File: src/rtl/cond_logic.sv
// cond_logic: conditional-execution stage behind the decoder. It holds the NZCV flags and gates
//   the decoder write strobes by the condition-code result.
// Latency: the strobes are combinational, with zero cycles from the inputs to the outputs. Flags
//   update on the rising Clk edge, so flags written by instruction k are seen by instruction k+1.
// Backpressure: none on the strobes. En=0 stalls only the flag registers; the stall owner gates
//   the strobes upstream.
//
// Ports:
//   Clk, Reset        rising-edge clock; asynchronous active-high reset that clears the flags
//   En                flag-register update enable (0 = hold)
//   Cond              instruction condition field [31:28]
//   ALUFlags          {N,Z,C,V} from the ALU for the current instruction
//   FlagW             [1] = update N,Z; [0] = update C,V
//   PCS/RegW/MemW     raw decoder write strobes
//   NoWrite           compare-class op; suppresses the register write only
//   PCSrc/RegWrite/MemWrite  gated strobes to the datapath
//   CondEx            condition passed for the current instruction
//   Flags             registered {N,Z,C,V}

module cond_logic #(
  parameter int COND_W = 4
) (
  input  logic              Clk,
  input  logic              Reset,
  input  logic              En,
  input  logic [COND_W-1:0] Cond,
  input  logic [3:0]        ALUFlags,
  input  logic [1:0]        FlagW,
  input  logic              PCS,
  input  logic              RegW,
  input  logic              MemW,
  input  logic              NoWrite,
  output logic              PCSrc,
  output logic              RegWrite,
  output logic              MemWrite,
  output logic              CondEx,
  output logic [3:0]        Flags
);

  // NZ and CV are separate registers so that FlagW can update either half alone.
  logic [1:0] nz_q, nz_d;
  logic [1:0] cv_q, cv_d;

  logic flag_n, flag_z, flag_c, flag_v;
  logic cond_ex;
  logic nz_we, cv_we;

  assign flag_n = nz_q[1];
  assign flag_z = nz_q[0];
  assign flag_c = cv_q[1];
  assign flag_v = cv_q[0];

  // The condition is evaluated only from the registered flags, never from ALUFlags. This keeps
  // the ALU out of the strobe path. Every encoding has a defined result. 4'b1111 is unsupported
  // and is treated as "never".
  always_comb begin
    cond_ex = 1'b0;
    case (Cond)
      4'b0000: cond_ex = flag_z;                          // EQ
      4'b0001: cond_ex = ~flag_z;                         // NE
      4'b0010: cond_ex = flag_c;                          // CS
      4'b0011: cond_ex = ~flag_c;                         // CC
      4'b0100: cond_ex = flag_n;                          // MI
      4'b0101: cond_ex = ~flag_n;                         // PL
      4'b0110: cond_ex = flag_v;                          // VS
      4'b0111: cond_ex = ~flag_v;                         // VC
      4'b1000: cond_ex = flag_c & ~flag_z;                // HI
      4'b1001: cond_ex = ~flag_c | flag_z;                // LS
      4'b1010: cond_ex = (flag_n == flag_v);              // GE
      4'b1011: cond_ex = (flag_n != flag_v);              // LT
      4'b1100: cond_ex = ~flag_z & (flag_n == flag_v);    // GT
      4'b1101: cond_ex = flag_z | (flag_n != flag_v);     // LE
      4'b1110: cond_ex = 1'b1;                            // AL
      default: cond_ex = 1'b0;                            // 1111: never
    endcase
  end

  // A failed condition blocks flag writes as well as the strobes.
  assign nz_we = En & FlagW[1] & cond_ex;
  assign cv_we = En & FlagW[0] & cond_ex;

  always_comb begin
    nz_d = nz_q;
    cv_d = cv_q;
    if (nz_we) nz_d = ALUFlags[3:2];
    if (cv_we) cv_d = ALUFlags[1:0];
  end

  always_ff @(posedge Clk or posedge Reset) begin
    if (Reset) begin
      nz_q <= 2'b00;
      cv_q <= 2'b00;
    end else begin
      nz_q <= nz_d;
      cv_q <= cv_d;
    end
  end

  // En does not gate these strobes; only the flag registers stall.
  assign CondEx   = cond_ex;
  assign PCSrc    = PCS  & cond_ex;
  assign RegWrite = RegW & cond_ex & ~NoWrite;
  assign MemWrite = MemW & cond_ex;
  assign Flags    = {nz_q, cv_q};

endmodule
File: config.mk
export PLATFORM = sky130hd
export DESIGN_NAME = cond_logic
export DESIGN_NICKNAME = d
export VERILOG_FILES = /design/src/rtl/cond_logic.sv
export SDC_FILE = /design/constraint.sdc
export NUM_CORES = 1
export LEC_CHECK = 0
export BUFFER_PORTS_ARGS = -buffer_cell sky130_fd_sc_hd__buf_2
export CAP_MARGIN = 15
export CORE_AREA = 2 2 40 42
export CTS_BUF_LIST = sky130_fd_sc_hd__clkbuf_16
export DETAILED_ROUTE_END_ITERATION = 10
export DIE_AREA = 0 0 42 44
export REMOVE_ABC_BUFFERS = 1
export SLEW_MARGIN = 10
export SYNTH_ARGS = -nofsm -noshare
export SYNTH_HDL_FRONTEND = slang
export SYNTH_SLANG_ARGS = --single-unit
File: constraint.sdc
create_clock -name Clk -period 4.6 [get_ports Clk]
set_input_delay 0.92 -clock Clk [delete_from_list [all_inputs] [get_ports Clk]]
set_output_delay 0.92 -clock Clk [all_outputs]
set_load 0.005 [all_outputs]
==> results of run 1 <==
-- cells in the mapped netlist (all sizes together), types with 2 or more instances --
cell type,n,area [sq um]
inv,2,7.51
nand3b,2,15.0
o311a,2,21.3
dfrtp,4,100
o311ai,2,25.0
buf,2,18.8
o22ai,2,18.8
xor2,3,26.3
and2,2,12.5
mux2,4,45.0
mux2i,2,20.0
nand2,3,11.3
nor3,3,15.0
-- state kept, by name, summed over array words and instances (netlist names) --
signal	cells
cv_q	2
nz_q	2
-- per-layer routing --
layer	GRT usage	part of all wire	vias up
li1	-	-	205
met1	0.129	0.40	191
met2	0.178	0.55	12
met3	0.0208	0.052	0
met4	0.0774	0	0
met5	0	0	-
-- cell type report --
type / count / area, sq um
clock buffer: 3 / 75.1
fill: 141 / 825
inverter: 2 / 7.51
multi-input combinational: 33 / 272
sequential: 4 / 100
tap: 16 / 20.0
timing repair buffer: 24 / 120
-- worst max-delay path, cell delays in order --
cell	delay [ps]
buf_2	150
xnor2_1	140
o311a_1	280
o311a_2	140
o21ai_1	210
and3b_1	180
buf_2	100
-- path summary, 6_finish.rpt --
path / depth (start not counted) / to
min: 1 / cv_q[1]$_DFFE_PP0P_
max reg2reg: 5 / nz_q[1]$_DFFE_PP0P_
max in group asynchronous: 2 / cv_q[1]$_DFFE_PP0P_
min in group asynchronous: 2 / nz_q[1]$_DFFE_PP0P_
max: 7 / RegWrite
min reg2reg: 1 / cv_q[1]$_DFFE_PP0P_
-- kinds of logic after synthesis --
kind of cell,after synthesis
flops,4
compound gates,8
mux,6
simple gates,15
buf+inv,4
xor+xnor,4
-- stage by stage --
stage	cell area (sq um)	utilization	hold slack [ps]
floorplan	379	-	539
global placement	519	0.366	550
detailed placement	519	0.366	551
CTS	594	0.419	557
global route	594	0.419	574
finish	594	0.419	551
-- report_power, final --
part           switching, W  internal, W  total (W)
combinational     0.0000472    0.0000578   0.000105
sequential        0.0000185    0.0000508  0.0000694
clock             0.0000233     0.000111   0.000134
==> reports/qor.csv, run 1 <==
stage;metric;value;unit
outcome;outcome;finished, final reports clean;
yosys;synthAdderAreaFrac;0;
global_route;grt_start_max_net_pins;9;
detailed_routing;wl_per_cell;11.2;microns
yosys;synth.ff_latch_count;4;
worst_setup_path;crit_start;Cond[0];
placement;dp_cells;79;
cts;ctsHoldBuffers;0;
detailed_routing;first_pass_iters;4;
yosys;synth_top_family_by_area;simple AND/OR/NAND/NOR gates;
timing;maxSlewViolCount;0;
power_and_ir_drop;p_leak;0.283;nW
die;row_count;14;
timing;max_freq;328;MHz
worst_setup_path;worstReg2RegStart;nz_q[1]$_DFFE_PP0P_;
cts;numCtsBuffers;3;
layout;area_growth_syn_to_layout;49.4;%
power_and_ir_drop;vdd_drop_max;0.000390;V
die;core;0.00142;sq mm
timing;post-route-min-period;3050;ps
worst_setup_path;arrival;2130;ps
yosys;synth_compound_area_frac;0.198;
global_route;grtUsageTotal;0.109;
yosys;synthCells;41;
power_and_ir_drop;fin_total_pwr;0.000309;W
detailed_routing;routed_wl;920;microns
cts;clk_pin_slew;30;ps
worst_setup_path;path_class;in2out;
global_route;antenna_found_initial;0;
hold_path;min_from;cv_q[1]$_DFFE_PP0P_;
layout;drive_gt1_frac;0.470;
yosys;yosysSeqAreaShare;0.252;
global_route;grt_pass1_vias;370;
detailed_routing;antenna_left;0;
timing;finalHoldViolations;0;
cts;htree_levels;1;
detailed_routing;num_vias;408;
worst_setup_path;required;3680;ps
timing;tightest_slew;369;ps
cts;cts_tree;built;
die;start_util;0.280;
worst_setup_path;cp-end-kind;output pin;
placement;pre_cts_ws;1540;ps
layout;nNetsFinal;85;
yosys;synth-xor-area-share;0.0881;
timing;fin_setup_tns;0;ps
detailed_routing;drc;0;
timing;finalSetupViolations;0;
worst_setup_path;path_max_fanout;8;
layout;final_cell_mix;buf_2 (24), mux2_1 (4), dfrtp_1 (4);
yosys;synthSimpleGateAreaFrac;0.233;
hold_path;hold_path.class;reg2reg;
cts;clock-root-buffer;clkbuf_16;
yosys;postSynthAreaPerCell;9.70;sq um
die;die_area;0.00185;sq mm
cts;clk_path_buf_depth;2;
placement;port_buffers;24;
timing;period_share;0.663;
placement;hpwlAfterDp;756;microns
die;chipWidth;42;microns
yosys;syn_area;398;sq um
yosys;async_flop_share;1.00;
timing;fin_skew;2.58;ps
power_and_ir_drop;powerDensity;519;mW/mm^2
timing;maxSlewHeadroom;0.752;
detailed_routing;detail_route.iter0.violations;4;
yosys;synth_edf_count;0;
yosys;synth_cell_types;25;
layout;diodes;0;
yosys;synth_flop_cell;dfrtp_1;
die;die_h;44;microns
layout;stdcell_count;82;
cts;cts_resized;0;
global_route;grt_first_pass_wirelength;1.49;mm
cts;worstSkewPairLatency;220;ps
timing;fin_ws;1550;ps
worst_setup_path;critPathLaunchType;input port;
die;io_pins;25;
yosys;muxShareOfSynthArea;0.164;
worst_setup_path;ff2ff_setup_slack;2740;ps
cts;clock_sinks;4;
cts;postCtsSetupBuffers;0;
placement;gp_congestion;0.720;
timing;grt_setup_unrepaired;no;
detailed_routing;vias_per_cell;4.98;
flow_run;cap_violations;0;
yosys;yosys_warnings;0;
layout;final_common_cell;buf_2;
global_route;gr-total-overflow;0;
(Power assumes the default switching activity.)
==> run 2, diff against run 1 <==
clock period = 2.95 ns   (was 4.6 ns; I/O delays follow)
==> run 2 against run 1 <==
- wire length fell by 0.11%
- combinational power rose by 56%
- total power rose by 55%
- critical endpoint unchanged
==> reports/qor.csv, run 2 (synthesis results as in run 1) <==
stage;metric;value;unit;change
cts;htree_levels;1;;unchanged
timing;finalHoldViolations;0;;unchanged
placement;dpl_cell_area;519;sq um;unchanged
layout;area_growth_syn_to_layout;49.4;%;unchanged
worst_setup_path;worstReg2RegEnd;nz_q[1]$_DFFE_PP0P_;;
worst_setup_path;ff2ff_setup_slack;1090;ps;-1650 ps
worst_setup_path;path_delay_family;compound AO/OA/AOI/OAI gates;;
placement;gp_congestion;0.781;;+8.5%
placement;pre_cts_ws;555;ps;-986 ps
layout;final_core_util;0.419;;unchanged
timing;max_freq;408;MHz;
layout;design_area;594;sq um;unchanged
cts;clk_path_buf_depth;2;;unchanged
layout;final_cell_mix;buf_2 (24), mux2_1 (4), dfrtp_1 (4);;
power_and_ir_drop;powerDensity;807;mW/mm^2;+55%
cts;numCtsBuffers;3;;unchanged
global_route;grt_first_pass_wirelength;1.41;mm;-5.6%
worst_setup_path;required;2360;ps;-1320 ps
placement;hpwlAfterDp;753;microns;-0.32%
timing;finalSetupViolations;0;;unchanged
detailed_routing;detail_route.iter0.violations;10;;+6
global_route;grt_pass1_vias;338;;-8.6%
timing;fin_ws;502;ps;-1050 ps
power_and_ir_drop;vdd_drop_max;0.000548;V;+40%
cts;clock_sinks;4;;unchanged
worst_setup_path;crit_chain;xor2_1, xor2_1, o311a_2, o21ai_1, and3b_1, buf_2;;
die;core;0.00142;sq mm;unchanged
timing;fin_setup_tns;0;ps;unchanged
die;chipWidth;42;microns;unchanged
detailed_routing;num_vias;398;;-2.5%
detailed_routing;wl_per_cell;11.2;microns;-0.11%
flow_run;cap_violations;0;;unchanged
worst_setup_path;r2r_cells;5;;unchanged
global_route;antenna_found_initial;0;;unchanged
worst_setup_path;crit_buf_inv;1;;-1
die;io_pins;25;;unchanged
timing;maxSlewViolCount;0;;unchanged
cts;cts_tree;built;;
layout;top_regs;cv_q (2), nz_q (2);;
cts;worstSkewPairLatency;220;ps;about the same
layout;drive_gt1_frac;0.470;;unchanged
timing;tightest_slew;384;ps;+15.0 ps
timing;maxSlewHeadroom;0.742;;-0.0101
cts;clk_pin_slew;30;ps;about the same
detailed_routing;drc;0;;unchanged
worst_setup_path;cp_slowest_cell;dfrtp_1;;
die;row_count;14;;unchanged
worst_setup_path;cp-end-kind;output pin;;
worst_setup_path;critPathLaunchType;flop;;
worst_setup_path;worstReg2RegStart;nz_q[1]$_DFFE_PP0P_;;
global_route;grt_start_max_net_pins;9;;unchanged
detailed_routing;routed_wl;919;microns;-0.11%
layout;nNetsFinal;85;;unchanged
worst_setup_path;critPathMaxStageDelay;410;ps;+130 ps
timing;post-route-min-period;2450;ps;
cts;ctsHoldBuffers;0;;unchanged
worst_setup_path;cp_common_cell;xor2_1;;
die;die_area;0.00185;sq mm;unchanged
hold_path;hold_path.class;in2async;;
worst_setup_path;arrival;1860;ps;-270 ps
layout;diodes;0;;unchanged
timing;period_share;0.830;;
timing;fin_skew;0.481;ps;-2.10 ps
die;die_h;44;microns;unchanged
layout;final_common_cell;buf_2;;
timing;grt_setup_unrepaired;no;;
detailed_routing;antenna_left;0;;unchanged
cts;clock-root-buffer;clkbuf_16;;
detailed_routing;first_pass_iters;4;;unchanged
worst_setup_path;path_max_fanout;4;;-4
cts;postCtsSetupBuffers;0;;unchanged
cts;cts_resized;0;;unchanged
die;start_util;0.280;;unchanged
global_route;grtUsageTotal;0.100;;-0.00873
outcome;outcome;finished, final reports clean;;
global_route;gr-total-overflow;0;;unchanged
worst_setup_path;path_class;reg2out;;
timing;whs;245;ps;-305 ps
placement;port_buffers;24;;unchanged
power_and_ir_drop;p_leak;0.283;nW;unchanged
detailed_routing;vias_per_cell;4.85;;-2.5%
-- run 2: cell counts in the layout (fill, tap and decap cells not counted) --
Identical to the previous run, type by type.
-- run 2: through the flow --
stage | power, W | std cells
2_1_floorplan | 0.000206 | 39
4_1_cts | 0.000485 | 82
6_report | 0.000480 | 82
3_5_place_dp | 0.000275 | 79
3_3_place_gp | 0.000271 | 79
5_1_grt | 0.000508 | 82
-- run 2: how the worst max path moves through the flow --
stage                                    from       end  slack (ps)  depth (start not counted)
after floorplan                       Cond[0]  RegWrite         840                          5
after global placement                Cond[2]  RegWrite         560                          7
after detailed placement              Cond[0]  RegWrite         550                          7
after CTS                 nz_q[1]$_DFFE_PP0P_  RegWrite         500                          6
after global routing      nz_q[1]$_DFFE_PP0P_  RegWrite         390                          6
final                     nz_q[1]$_DFFE_PP0P_  RegWrite         500                          6
-- run 2: power breakdown --
group | switching, W | leakage, nW | internal, W | total, W
combinational | 0.0000743 | 0.199 | 0.0000900 | 0.000164
sequential | 0.0000292 | 0.0469 | 0.0000793 | 0.000108
clock | 0.0000341 | 0.0370 | 0.000173 | 0.000207
total | 0.000138 | 0.283 | 0.000342 | 0.000480
-- run 2: cell type report --
type                    instances  area [sq um]
fillers                       143           825
multi-input cells              33           272
repair buffers                 24           120
flip-flops and latches          4           100
clock buffers                   3          75.1
well taps                      16          20.0
inverters                       2          7.51
-- run 2: worst reg2reg max path, delay by kind of cell (launching register included) --
| kind | cells | cell delay, ps |
|---|---|---|
| DFF | 1 | 410 |
| xor gates and xnor gates | 2 | 360 |
| AOI/OAI and AO/OA | 2 | 590 |
| muxes | 1 | 370 |
-- run 2: per-layer routing --
layer	vias to the layer above	share of wire	track usage
li1	205	-	-
met1	183	0.45	0.116
met2	10	0.51	0.175
met3	0	0.042	0.0167
met4	0	0	0.0581
met5	-	0	0
==> run 3, diff against run 2 <==
ABC_AREA = 1   (was not set)
CORE_AREA = 2 2 42 44   (was 2 2 40 42)
DIE_AREA = 0 0 44 46   (was 0 0 42 44)
clock period = 2.5 ns   (was 2.95 ns; I/O delays follow)
==> run 3 against run 2 <==
- combinational power grew 41%
- via count is 36% higher
- die area grew 9.5%
- core utilization is 1.5 points lower
- hold slack worse by 93 ps
- sequential power rose by 25%
- register-to-register slack better by 30 ps
- synthesized area is 9.4% higher
- wire length up 19%
- critical endpoint unchanged
- largest power group unchanged
==> reports/qor.csv, run 3 <==
stage;metric;value;unit;change
yosys;syn_area;435;sq um;+9.4%
die;row_count;15;;+1
detailed_routing;routed_wl;1.10;mm;+19%
layout;fillers;196;;+37%
outcome;outcome;finished, final reports clean;;
power_and_ir_drop;pwr-share-comb;0.377;;+0.034
worst_setup_path;critPathMaxStageDelay;410;ps;about the same
yosys;synthSimpleGateAreaFrac;0.601;;+0.368
cts;cts_resized;0;;unchanged
global_route;grtUsageTotal;0.124;;+0.0240
placement;hpwlAfterDp;890;microns;+18%
yosys;synth_most_common_cell;nand2_1;;
timing;grt_setup_unrepaired;no;;
worst_setup_path;cp_slowest_cell;dfrtp_1;;
timing;maxSlewHeadroom;0.861;;+0.119
die;die_h;46;microns;+4.5%
global_route;grt_first_pass_wirelength;1.83;mm;+30%
cts;htree_levels;1;;unchanged
die;io_pins;25;;unchanged
yosys;synth.ff_latch_count;4;;unchanged
yosys;synthTopCellsByCount;nand2_1 (32), inv_1 (11), nand3_1 (10), nor2_1 (7), nand2_2 (5);;
power_and_ir_drop;vdd_drop_max;0.000432;V;-21%
cts;postCtsSetupBuffers;0;;unchanged
detailed_routing;detail_route.iter0.violations;14;;+4
timing;fin_setup_tns;0;ps;unchanged
worst_setup_path;r2r_cells;10;;+5
yosys;synth_area_leaders;nand2_1 (28%), dfrtp_1 (23%), nand3_1 (11%);;
layout;final_common_cell;nand2_1;;
worst_setup_path;path_max_fanout;8;;+4
layout;final_cell_mix;nand2_1 (32), buf_2 (24), inv_1 (11);;
yosys;yosysTopAreaCell;nand2_1;;
yosys;yosys_warnings;0;;unchanged
cts;worstSkewPairLatency;220;ps;about the same
yosys;yosysSeqAreaShare;0.230;;-0.0217
yosys;synth_cell_types;13;;-48%
die;die_area;0.00202;sq mm;+9.5%
yosys;synth_flop_cell;dfrtp_1;;
yosys;yosysTopAreaCellShare;0.276;;+0.0243
worst_setup_path;arrival;1560;ps;-300 ps
worst_setup_path;required;2000;ps;-360 ps
yosys;synth_top_family_by_area;simple AND/OR/NAND/NOR gates;;
detailed_routing;vias_per_cell;4.40;;-9.4%
timing;period_share;0.826;;
worst_setup_path;path_class;reg2out;;
hold_path;hold_path.class;in2async;;
timing;max_freq;484;MHz;
cts;ctsHoldBuffers;0;;unchanged
power_and_ir_drop;p_sw;0.000218;W;+58%
yosys;muxShareOfSynthArea;0;;-0.164
die;core;0.00161;sq mm;+14%
worst_setup_path;crit_buf_inv;2;;+1
layout;nNetsFinal;125;;+47%
timing;finalSetupViolations;0;;unchanged
layout;multi_input_area;287;sq um;+5.5%
detailed_routing;first_pass_iters;4;;unchanged
global_route;gr-total-overflow;0;;unchanged
layout;drive_gt1_frac;0.349;;-0.121
power_and_ir_drop;pwr-share-clk;0.404;;-0.027
placement;gp_congestion;0.820;;+5.0%
yosys;synth_compound_area_frac;0.0575;;-0.141
timing;maxSlewViolCount;0;;unchanged
placement;port_buffers;24;;unchanged
detailed_routing;antenna_left;0;;unchanged
layout;seqCellArea;100;sq um;unchanged
global_route;grt_pass1_vias;474;;+40%
worst_setup_path;cp-end-kind;output pin;;
global_route;antenna_found_initial;0;;unchanged
cts;clk_path_buf_depth;2;;unchanged
flow_run;cap_violations;0;;unchanged
detailed_routing;drc;0;;unchanged
power_and_ir_drop;swShare;0.355;;+0.0678
worst_setup_path;cp_common_cell;nand2_1;;
worst_setup_path;path_delay_family;simple AND/OR/NAND/NOR gates;;
cts;numCtsBuffers;3;;unchanged
power_and_ir_drop;power.internal;0.000397;W;+16%
layout;area_growth_syn_to_layout;49.7;%;
yosys;synthCells;79;;+93%
power_and_ir_drop;sequentialPowerShare;0.219;;-0.007
timing;tightest_slew;207;ps;-177 ps
yosys;synth_edf_count;0;;unchanged
yosys;async_flop_share;1.00;;unchanged
cts;clk_pin_slew;30;ps;about the same
yosys;synthAdderAreaFrac;0;;unchanged
die;start_util;0.270;;-0.0107
layout;final_core_util;0.404;;-0.0150
timing;finalHoldViolations;0;;unchanged
timing;post-route-min-period;2060;ps;
detailed_routing;num_vias;541;;+36%
yosys;postSynthAreaPerCell;5.51;sq um;-43%
timing;fin_skew;0.998;ps;+0.517 ps
global_route;grt_start_max_net_pins;9;;unchanged
yosys;synth-xor-area-share;0;;-0.0881
power_and_ir_drop;p_leak;0.405;nW;+43%
die;chipWidth;44;microns;+4.8%
worst_setup_path;cp.depth;11;;+5
worst_setup_path;critPathLaunchType;flop;;
cts;clock_sinks;4;;unchanged
worst_setup_path;crit_chain;inv_1, nand2_1, nand2_2, nand2_2, nand3_1, nand2_1, nor2_4, nand2_4, nand2_1, nor2_1, buf_2;;
cts;cts_tree;built;;
layout;diodes;0;;unchanged
layout;top_regs;cv_q (2), nz_q (2);;
cts;clock-root-buffer;clkbuf_16;;
power_and_ir_drop;powerDensity;943;mW/mm^2;+17%
detailed_routing;wl_per_cell;8.93;microns;-20%
## run 3: worst register-to-register path, delay by kind of cell (launching register included)
kind,cells,cell delay (ps)
DFF,1,410
buffers and inverters,1,100
and+or+nand+nor,9,760
## run 3: logic make-up (layout without fill, tap and decap cells)
kind of cell           after synthesis  count (layout)
AO/OA/AOI/OAI                        4               4
AND/OR/NAND/NOR                     58              58
buffers and inverters               13              40
flip-flops                           4               4
## run 3: layout make-up
type	count	area share
Multi-Input combinational cell	62	0.440
Timing Repair Buffer	24	0.184
Sequential cell	4	0.154
Clock buffer	3	0.115
Inverter	13	0.0749
Tap cell	17	0.0326
## run 3: final timing paths
kind / start / endpoint / slack [ps]
max: nz_q[1]$_DFFE_PP0P_ / RegWrite / 440
min: Reset / nz_q[0]$_DFFE_PP0P_ / 150
max reg2reg: nz_q[1]$_DFFE_PP0P_ / nz_q[1]$_DFFE_PP0P_ / 1120
min reg2reg: cv_q[1]$_DFFE_PP0P_ / cv_q[1]$_DFFE_PP0P_ / 530
max in group asynchronous: Reset / cv_q[1]$_DFFE_PP0P_ / 2200
min in group Clk: ALUFlags[0] / cv_q[0]$_DFFE_PP0P_ / 510
## run 3: power groups by stage
stage / Combinational [W] / Clock, W / Sequential, W
after floorplan: 0.000150 / 0 / 0.000129
after global placement: 0.000228 / 0 / 0.000136
after detailed placement: 0.000233 / 0 / 0.000136
after CTS: 0.000235 / 0.000251 / 0.000137
after global routing: 0.000265 / 0.000255 / 0.000144
final: 0.000232 / 0.000249 / 0.000135
## run 3: metrics by stage
step / instances / power, W / setup slack [ps] / hold WS [ps] / area, sq um
floorplan: 79 / 0.000279 / 800 / 266 / 435
global placement: 120 / 0.000364 / 486 / 387 / 577
detailed placement: 120 / 0.000369 / 480 / 387 / 577
CTS: 123 / 0.000623 / 404 / 160 / 652
global route: 123 / 0.000663 / 243 / 178 / 652
finish: 123 / 0.000615 / 435 / 152 / 652
## run 3: metal layers
layer	track usage	up-vias	routed length [microns]
li1	-	295	-
met1	0.149	222	504
met2	0.206	22	489
met3	0.0238	2	96
met4	0.0727	0	8
met5	0	-	0
